`src/rtl/valu_ctrl_pkg.sv`:
```
// -----------------------------------------------------------------------------
// valu_ctrl_pkg
// Shared definitions for the VALU issue/writeback sequencer:
//   - valu_ctrl_state_e : sequencer state encoding
//   - VALU_TIMEOUT      : default watchdog limit in WAIT/DRAIN
//   - VALU_DATA_W / VALU_XLEN / VALU_TRANS_ID_BITS : default widths
// -----------------------------------------------------------------------------
package valu_ctrl_pkg;

    typedef enum logic [2:0] {
        ST_IDLE  = 3'd0,
        ST_START = 3'd1,
        ST_WAIT  = 3'd2,
        ST_WB    = 3'd3,
        ST_DRAIN = 3'd4
    } valu_ctrl_state_e;

    localparam int unsigned VALU_TIMEOUT       = 64;
    localparam int unsigned VALU_DATA_W        = 32;
    localparam int unsigned VALU_XLEN          = 64;
    localparam int unsigned VALU_TRANS_ID_BITS = 3;

endpackage

```
`src/rtl/valu_ctrl_wdog.sv`:
```
// -----------------------------------------------------------------------------
// valu_ctrl_wdog
// Clearable, saturating watchdog counter used while the sequencer waits on the
// VALU (WAIT) or drains a killed operation (DRAIN).
// Ports:
//   clk_i     in   clock
//   rst_ni    in   asynchronous active-low reset
//   i_clear   in   force count to zero (takes priority over i_enable)
//   i_enable  in   advance count by one
//   o_expire  out  count has reached TIMEOUT-1
// -----------------------------------------------------------------------------
module valu_ctrl_wdog
    import valu_ctrl_pkg::*;
#(
    parameter int unsigned TIMEOUT = VALU_TIMEOUT
) (
    input  logic clk_i,
    input  logic rst_ni,
    input  logic i_clear,
    input  logic i_enable,
    output logic o_expire
);

    localparam int unsigned CNT_W = $clog2(TIMEOUT);
    localparam logic [CNT_W-1:0] CNT_MAX = CNT_W'(TIMEOUT - 1);

    logic [CNT_W-1:0] r_count;
    logic             w_expire;

    assign w_expire = (r_count == CNT_MAX);
    assign o_expire = w_expire;

    // Count stops at CNT_MAX so a long DRAIN can never wrap back to a
    // non-expired value.
    always_ff @(posedge clk_i or negedge rst_ni) begin
        if (!rst_ni) begin
            // NOTE: state registers use non-blocking (<=) so every flop samples
            // pre-edge values regardless of statement order.
            r_count <= '0;
        end else if (i_clear) begin
            r_count <= '0;
        end else if (i_enable && !w_expire) begin
            r_count <= r_count + 1'b1;
        end
    end

endmodule

```
`src/rtl/valu_ctrl.sv`:
```
// -----------------------------------------------------------------------------
// valu_ctrl
// Issue/writeback sequencer for the multi-cycle VALU in the execute stage.
// Accepts one instruction at a time, pulses start to the VALU, waits for done
// under a watchdog, then holds the result until the shared FLU writeback port
// is free. A flush after start drains the in-flight VALU op so its late done
// is never attributed to a later instruction.
// Ports:
//   clk_i, rst_ni                 clock, async active-low reset
//   flush_i                       pipeline flush, kills current op
//   issue_valid_i / issue_ready_o issue handshake (ready only in IDLE)
//   operand_a_i, operand_b_i      operands captured at issue
//   trans_id_i                    scoreboard id captured at issue
//   valu_start_o                  one-cycle start pulse to VALU
//   valu_operand_a_o/_b_o         held operands while VALU busy, else 0
//   valu_done_i, valu_result_i    VALU completion pulse and result
//   wb_busy_i                     FLU port taken by higher-priority unit
//   wb_valid_o, wb_trans_id_o     writeback valid and id
//   wb_result_o                   zero-extended result (0 when not valid)
//   wb_timeout_o                  writeback is a watchdog-forced completion
//   busy_o                        sequencer not in IDLE
// -----------------------------------------------------------------------------
module valu_ctrl
    import valu_ctrl_pkg::*;
#(
    parameter int unsigned DATA_W        = VALU_DATA_W,
    parameter int unsigned XLEN          = VALU_XLEN,
    parameter int unsigned TRANS_ID_BITS = VALU_TRANS_ID_BITS,
    parameter int unsigned TIMEOUT       = VALU_TIMEOUT
) (
    input  logic                     clk_i,
    input  logic                     rst_ni,
    input  logic                     flush_i,
    input  logic                     issue_valid_i,
    output logic                     issue_ready_o,
    input  logic [DATA_W-1:0]        operand_a_i,
    input  logic [DATA_W-1:0]        operand_b_i,
    input  logic [TRANS_ID_BITS-1:0] trans_id_i,
    output logic                     valu_start_o,
    output logic [DATA_W-1:0]        valu_operand_a_o,
    output logic [DATA_W-1:0]        valu_operand_b_o,
    input  logic                     valu_done_i,
    input  logic [DATA_W-1:0]        valu_result_i,
    input  logic                     wb_busy_i,
    output logic                     wb_valid_o,
    output logic [TRANS_ID_BITS-1:0] wb_trans_id_o,
    output logic [XLEN-1:0]          wb_result_o,
    output logic                     wb_timeout_o,
    output logic                     busy_o
);

    valu_ctrl_state_e r_state;
    valu_ctrl_state_e w_state_next;

    logic [DATA_W-1:0]        r_op_a;
    logic [DATA_W-1:0]        r_op_b;
    logic [TRANS_ID_BITS-1:0] r_trans_id;
    logic [DATA_W-1:0]        r_result;
    logic                     r_timeout;

    logic w_issue_ready;
    logic w_start;
    logic w_wb_valid;
    logic w_expire;
    logic w_wdog_clear;
    logic w_wdog_enable;
    logic w_hold_ops;
    logic w_accept;

    // ------------------------------------------------------------------
    // Watchdog: zeroed in START so the WAIT window always begins at 0;
    // keeps counting through DRAIN from wherever WAIT left it.
    // ------------------------------------------------------------------
    assign w_wdog_clear  = (r_state == ST_START);
    assign w_wdog_enable = (r_state == ST_WAIT) || (r_state == ST_DRAIN);

    valu_ctrl_wdog #(
        .TIMEOUT (TIMEOUT)
    ) u_wdog (
        .clk_i    (clk_i),
        .rst_ni   (rst_ni),
        .i_clear  (w_wdog_clear),
        .i_enable (w_wdog_enable),
        .o_expire (w_expire)
    );

    // ------------------------------------------------------------------
    // State register
    // ------------------------------------------------------------------
    always_ff @(posedge clk_i or negedge rst_ni) begin
        if (!rst_ni) begin
            r_state <= ST_IDLE;
        end else begin
            r_state <= w_state_next;
        end
    end

    // ------------------------------------------------------------------
    // Next state and handshake outputs
    // ------------------------------------------------------------------
    always_comb begin
        // NOTE: every signal written here gets a default first; a path that
        // leaves one unassigned would infer a latch.
        w_state_next  = r_state;
        w_issue_ready = 1'b0;
        w_start       = 1'b0;
        w_wb_valid    = 1'b0;

        unique case (r_state)
            ST_IDLE: begin
                w_issue_ready = 1'b1;
                if (issue_valid_i && !flush_i) begin
                    w_state_next = ST_START;
                end
            end

            // A flush here kills the op before the VALU ever sees a start,
            // so there is nothing to drain.
            ST_START: begin
                w_start      = !flush_i;
                w_state_next = flush_i ? ST_IDLE : ST_WAIT;
            end

            // Flush wins over done/expiry. If done coincides with the flush
            // the VALU is already quiet and DRAIN can be skipped.
            ST_WAIT: begin
                if (flush_i) begin
                    w_state_next = valu_done_i ? ST_IDLE : ST_DRAIN;
                end else if (valu_done_i || w_expire) begin
                    w_state_next = ST_WB;
                end
            end

            ST_WB: begin
                w_wb_valid = !wb_busy_i && !flush_i;
                if (w_wb_valid || flush_i) begin
                    w_state_next = ST_IDLE;
                end
            end

            // Further flushes are irrelevant: the op is already dead.
            ST_DRAIN: begin
                if (valu_done_i || w_expire) begin
                    w_state_next = ST_IDLE;
                end
            end

            default: begin
                w_state_next = ST_IDLE;
            end
        endcase
    end

    // ------------------------------------------------------------------
    // Operand / id / result capture
    // ------------------------------------------------------------------
    assign w_accept = (r_state == ST_IDLE) && issue_valid_i && !flush_i;

    always_ff @(posedge clk_i or negedge rst_ni) begin
        if (!rst_ni) begin
            r_op_a     <= '0;
            r_op_b     <= '0;
            r_trans_id <= '0;
            r_result   <= '0;
            r_timeout  <= 1'b0;
        end else begin
            if (w_accept) begin
                r_op_a     <= operand_a_i;
                r_op_b     <= operand_b_i;
                r_trans_id <= trans_id_i;
            end
            // Done takes precedence over expiry when both land in the last
            // WAIT cycle: a real result beats a forced one.
            if ((r_state == ST_WAIT) && !flush_i) begin
                if (valu_done_i) begin
                    r_result  <= valu_result_i;
                    r_timeout <= 1'b0;
                end else if (w_expire) begin
                    r_result  <= '0;
                    r_timeout <= 1'b1;
                end
            end
        end
    end

    // ------------------------------------------------------------------
    // Outputs; data buses are forced to zero whenever they are not valid
    // to avoid toggling downstream logic.
    // ------------------------------------------------------------------
    assign w_hold_ops = (r_state == ST_START) || (r_state == ST_WAIT) ||
                        (r_state == ST_DRAIN);

    assign issue_ready_o    = w_issue_ready;
    assign valu_start_o     = w_start;
    assign valu_operand_a_o = w_hold_ops ? r_op_a : '0;
    assign valu_operand_b_o = w_hold_ops ? r_op_b : '0;
    assign wb_valid_o       = w_wb_valid;
    assign wb_trans_id_o    = w_wb_valid ? r_trans_id : '0;
    assign wb_result_o      = w_wb_valid ? XLEN'(r_result) : '0;
    assign wb_timeout_o     = w_wb_valid && r_timeout;
    assign busy_o           = (r_state != ST_IDLE);

endmodule

```
`config.mk`:
```
export PLATFORM = sky130hd
export DESIGN_NAME = valu_ctrl
export DESIGN_NICKNAME = d
export VERILOG_FILES = /design/src/rtl/valu_ctrl_pkg.sv /design/src/rtl/valu_ctrl_wdog.sv /design/src/rtl/valu_ctrl.sv
export SDC_FILE = /design/constraint.sdc
export NUM_CORES = 1
export LEC_CHECK = 0
export ABC_CLOCK_PERIOD_IN_PS = 4400
export CAP_MARGIN = 20
export CORE_ASPECT_RATIO = 1.25
export CORE_MARGIN = 1.5
export CORE_UTILIZATION = 46
export CTS_CLUSTER_SIZE = 30
export DETAILED_ROUTE_END_ITERATION = 10
export PLACE_DENSITY = 0.95
export SETUP_SLACK_MARGIN = 0.3
export SYNTH_ARGS = -nofsm -noshare
export SYNTH_HDL_FRONTEND = slang
export SYNTH_SLANG_ARGS = --single-unit
```
`constraint.sdc`:
```
create_clock -name clk_i -period 4.4 [get_ports clk_i]
set_clock_uncertainty 0.2 [all_clocks]
set_input_delay 0.44 -clock clk_i [delete_from_list [all_inputs] [get_ports clk_i]]
set_output_delay 0.44 -clock clk_i [all_outputs]
set_load 0.05 [all_outputs]
```
# Word-level counts from Yosys, hierarchy flattened
# Cells that the tools add are included.
[classes] addsub=1 n_eq_ne=9 mux=21 n_reduce_logical=21
[op_table] cell="$mux W32" n=5
[op_table] cell="$mux W3" n=7
[op_table] cell="$pmux W3 S5" n=1
[op_table] cell="$mux W6" n=2
[op_table] cell="$logic_and A1 B1 Y1" n=7
[op_table] cell="$add A6 B1 Y6 const B" n=1
[op_table] cell="$eq A3 B2 Y1 const B" n=2
[op_table] cell="$eq A6 B6 Y1 const B" n=1
[op_table] cell="$logic_or A1 B1 Y1" n=5
[op_table] cell="$mux W1" n=5
[op_table] cell="$ne A2 B2 Y1 const B" n=2
[op_table] cell="$reduce_and A4 Y1" n=1
[op_table] cell="$reduce_bool A2 Y1" n=2
[op_table] cell="$eq A3 B1 Y1 const B" n=1
[op_table] cell="$eq A3 B3 Y1 const B" n=1
[op_table] cell="$logic_not A1 Y1" n=3
[op_table] cell="$logic_not A3 Y1" n=1
[op_table] cell="$ne A3 B2 Y1 const B" n=1
[op_table] cell="$reduce_bool A3 Y1" n=1
[op_table] cell="$mux W2" n=1
[op_table] cell="$ne A2 B1 Y1 const B" n=1
[op_table] cell="$reduce_and A2 Y1" n=1
[word_totals] reg_bits=109 input_bits=105 output_inout_bits=136 word_cells=59

# Depth between registers and ports, before layout
[logic_depth] depth_word=5 mapped_depth=7 mapped_depth_nobuf=5

# Modules after synthesis
# Synthesis repeated with hierarchy kept, for this count alone.
[hier_totals] hier_cells=436 area_unflattened_um2=5407.7
[by_module_without_submodules] mod="valu_ctrl" instances=1 cells_each=397 area_per_inst_um2=5027.3 seq_area_each_um2=2577.5
[by_module_without_submodules] mod="valu_ctrl_wdog" instances=1 cells_each=39 area_per_inst_um2=380.4 seq_area_each_um2=150.1

# Worst setup path after synthesis
# Ideal clock, no wire load.
[synth_path] path_kind="reg2out" from="reg r_state[1]" to="out busy_o" t_arrival_ns=2.476 t_required_ns=3.760 setup_slack_ns=1.284 stages_incl_launch_ff=5 n_path_buf=2 cell_sequence="dfrtp_1 -> buf_4 -> clkbuf_1 -> nor3_1 -> inv_1"
[synth_between] elab_chain_len=1
[synth_rtl] element="start: declaration" line_no="valu_ctrl.sv:52" source="valu_ctrl_state_e r_state;"
[synth_rtl] element="start signal: assignment" line_no="valu_ctrl.sv:94" source="r_state <= w_state_next;"
[synth_rtl] element="$reduce_bool A3 Y1" line_no="valu_ctrl.sv:201" source="assign busy_o = (r_state != ST_IDLE);"
[synth_rtl] element="end: declaration" line_no="valu_ctrl.sv:49" source="output logic busy_o"
# Every way passes these cells.

# Worst setup path after layout
[layout_path] from="reg r_state[0]" to="out wb_result_o[12]"
[layout_between] elab_chain_len=3
[layout_rtl] element="$eq A3 B2 Y1" line_no="valu_ctrl.sv:109" source="unique case (r_state)"
[layout_rtl] element="$mux W1" line_no="valu_ctrl.sv:109"
[layout_rtl] element="$mux W32" line_no="valu_ctrl.sv:199" source="assign wb_result_o = w_wb_valid ? XLEN'(r_result) : '0;"
[layout_rtl] element="end: declaration" line_no="valu_ctrl.sv:47" source="output logic [XLEN-1:0] wb_result_o,"
# Every way passes these cells.

==> flow_metrics.env <==
export IMPL_status="finished, final reports clean"
export IMPL_worstPathArrival_ns=2.91
export IMPL_rows=44
export IMPL_place_gp_congestion=0.876
export IMPL_port_buffers=208
export IMPL_drt_initial_drc_count=217
export IMPL_placed_area_sq_mm=0.00749
export IMPL_synth_cell_types=48
export IMPL_dieArea_sq_mm=0.0125
export IMPL_r2r_end="r_op_b[12]$_DFFE_PN0P_"
export IMPL_synth_edf_count=0
export IMPL_r2r_slack_ns=1.72
export IMPL_final_setup_viol_count=0
export IMPL_hp_class="in2async"
export IMPL_synthesis_area_sq_mm=0.00546
export IMPL_synth_main_ff_cell="dfrtp_1"
export IMPL_crit_fanout=37
export IMPL_fmax_mhz=282
export IMPL_syn_instance_count=456
export IMPL_maxCapViolations=0
export IMPL_power_leakage_nw=3.35
export IMPL_via_per_inst=5.03
export IMPL_worst_slew_pin_slew_ns=0.941
export IMPL_ios=241
export IMPL_postCtsSetupBuffers=0
export IMPL_r2r_start="r_state[1]$_DFFE_PN0P_"
export IMPL_grt_max_degree=76
export IMPL_grt_pass1_wl_mm=20.8
export IMPL_cp_required_ns=3.76
export IMPL_hold_viol=0
export IMPL_antenna_cells=0
export IMPL_firstDrtPassIters=4
export IMPL_antenna_found_initial=0
export IMPL_cpPeakStageDelay_ns=0.81
export IMPL_clk_pin_slew_ns=0.07
export IMPL_area_growth_pct=42.7
export IMPL_cts_num_sinks=109
export IMPL_vias=4093
export IMPL_initial_utilization=0.470
export IMPL_setup_tns_ns=0
export IMPL_vdd_ir_drop_max_mv=0.326
export IMPL_clkLatencyLatePin_ns=0.34
export IMPL_cts_path_max_buffers=2
export IMPL_dieHeight_um=125
export IMPL_fin_area_sq_mm=0.00779
export IMPL_critPathKind="reg2out"
export IMPL_synth_seq_area_share=0.500
export IMPL_die_w_um=100
export IMPL_cp_cell_sequence="inv_2 > nor2_1 > and3_2 > and2_1 > clkdlybuf4s50_1"
export IMPL_fin_crit_sh=0.807
export IMPL_grt_setup_unrepaired="false"
export IMPL_post_drt_wl_per_cell_um=16.2
export IMPL_cts_tree="yes"
export IMPL_yosysWarnings=0
export IMPL_cts_buffers=9
export IMPL_synthTopCellsByCount="dfrtp_1 (109), nor2b_1 (65), and2_1 (37), mux2_2 (37), buf_4 (36)"
export IMPL_root_buffer="clkbuf_16"
export IMPL_dpl_hpwl_mm=9.63
export IMPL_synth_most_common_cell="dfrtp_1"
export IMPL_final_nets=754
export IMPL_end_kind="output pin"
export IMPL_yosysTopAreaCellShare=0.500
export IMPL_synthArstFlopShare=1.00
export IMPL_synth_area_leaders="dfrtp_1 (50%), mux2_4 (8.2%), mux2_2 (7.6%)"
export IMPL_coreArea_sq_mm=0.0116
export IMPL_grt_ovfl_total=0
export IMPL_rr_worst_depth=4
export IMPL_cpMaxStageDelayCell="clkdlybuf4s50_1"
export IMPL_syn_avg_cell_area_sq_um=12.0
export IMPL_drive_above_1_share=0.153
export IMPL_fin_crit_ns=3.55
export IMPL_slew_violations=0
export IMPL_grt_pass1_vias=4161
export IMPL_ant_nets=0
export IMPL_powerDensity_mw_per_mm2=514
export IMPL_worstSetupStartpointType="flop"
export IMPL_routed_wl_mm=13.2
export IMPL_slew_headroom=0.373
export IMPL_synth_seq_cells=109
export IMPL_grt_use_total=0.209
export IMPL_fin_util=0.671
export IMPL_synth_largest_area_cell="dfrtp_1"
export IMPL_drcViolationCount=0
export IMPL_htree_levels=3
logic make-up after synthesis:
family / count (synthesis) / synth area share
mux: 67 / 0.159
other cells: 1 / 0.000687
buf+inv: 70 / 0.0864
compound gates: 62 / 0.0898
fa+ha+maj: 2 / 0.00412
simple gates: 143 / 0.157
xor+xnor: 2 / 0.00321
flops: 109 / 0.500
how the worst max path moves through the flow:
stage | startpoint | endpoint | slack, ns | cells past startpoint
5_1_grt | r_state[0]$_DFFE_PN0P_ | wb_result_o[19] | 0.65 | 5
2_1_floorplan | r_state[1]$_DFFE_PN0P_ | busy_o | 1.28 | 4
3_5_place_dp | flush_i | wb_result_o[12] | 0.70 | 5
4_1_cts | r_state[0]$_DFFE_PN0P_ | wb_result_o[12] | 0.54 | 5
3_3_place_gp | flush_i | wb_trans_id_o[2] | 0.86 | 5
6_report | r_state[0]$_DFFE_PN0P_ | wb_result_o[12] | 0.85 | 5
flip-flops by register name, indices dropped and copies added, names as in the netlist:
signal / count
r_op_a: 32
r_op_b: 32
r_result: 32
u_wdog.r_count: 6
r_state: 3
r_trans_id: 3
r_timeout: 1
repair_timing:
action,CTS,global route
hold endpoints to repair,0,0
resized for setup,0,1
endpoints found under the setup margin,0,12
hold buffers,0,0
final cells by class:
type	instances	area [sq um]
Fill cell	841	3820
Clock buffer	10	229
Multi-Input combinational cell	308	2400
Timing Repair Buffer	214	2160
Inverter	6	22.5
Clock inverter	6	48.8
Tap cell	161	201
Sequential cell	109	2730
worst max-delay path, delay by kind of cell, from the launching register on:
kind	cells	cell delay (ns)
buf+inv	2	0.92
flops	1	0.71
simple gates	3	0.92
per-stage QoR:
| stage | cells | setup WS (ns) | hold slack (ns) | total power [mW] |
|---|---|---|---|---|
| final | 814 | 0.848 | 0.0199 | 4.01 |
| after global routing | 814 | 0.655 | 0.119 | 4.20 |
| after CTS | 813 | 0.537 | 0.0766 | 4.04 |
| after detailed placement | 797 | 0.703 | 0.274 | 3.26 |
| after global placement | 796 | 0.856 | 0.275 | 3.20 |
| after floorplan | 487 | 1.28 | -0.0556 | 2.74 |
layout by cell type, fill, tap and decap left out, types with 3 or more instances in the layout:
cell,count
dfrtp_1,109
nand3_1,3
clkbuf_16,9
o32ai_1,4
a21oi_1,7
clkdlybuf4s50_1,207
and2_1,37
and3_1,3
conb_1,32
nor2_1,12
buf_4,4
mux2_4,30
o21ai_0,4
nor2b_1,65
inv_1,5
a22o_1,32
mux2_2,37
nand2_1,7
metal layers:
| layer | part of all wire | up-vias | track usage |
|---|---|---|---|
| li1 | - | 1881 | - |
| met1 | 0.38 | 1983 | 0.245 |
| met2 | 0.53 | 202 | 0.365 |
| met3 | 0.075 | 27 | 0.0617 |
| met4 | 0.023 | 0 | 0.0655 |
| met5 | 0 | - | 0 |
report_power, final:
| group | switching [mW] | internal [mW] |
|---|---|---|
| registers | 0.221 | 1.35 |
| clock network | 0.365 | 0.389 |
| logic | 0.922 | 0.757 |
Power figures use the tool's default switching activity.
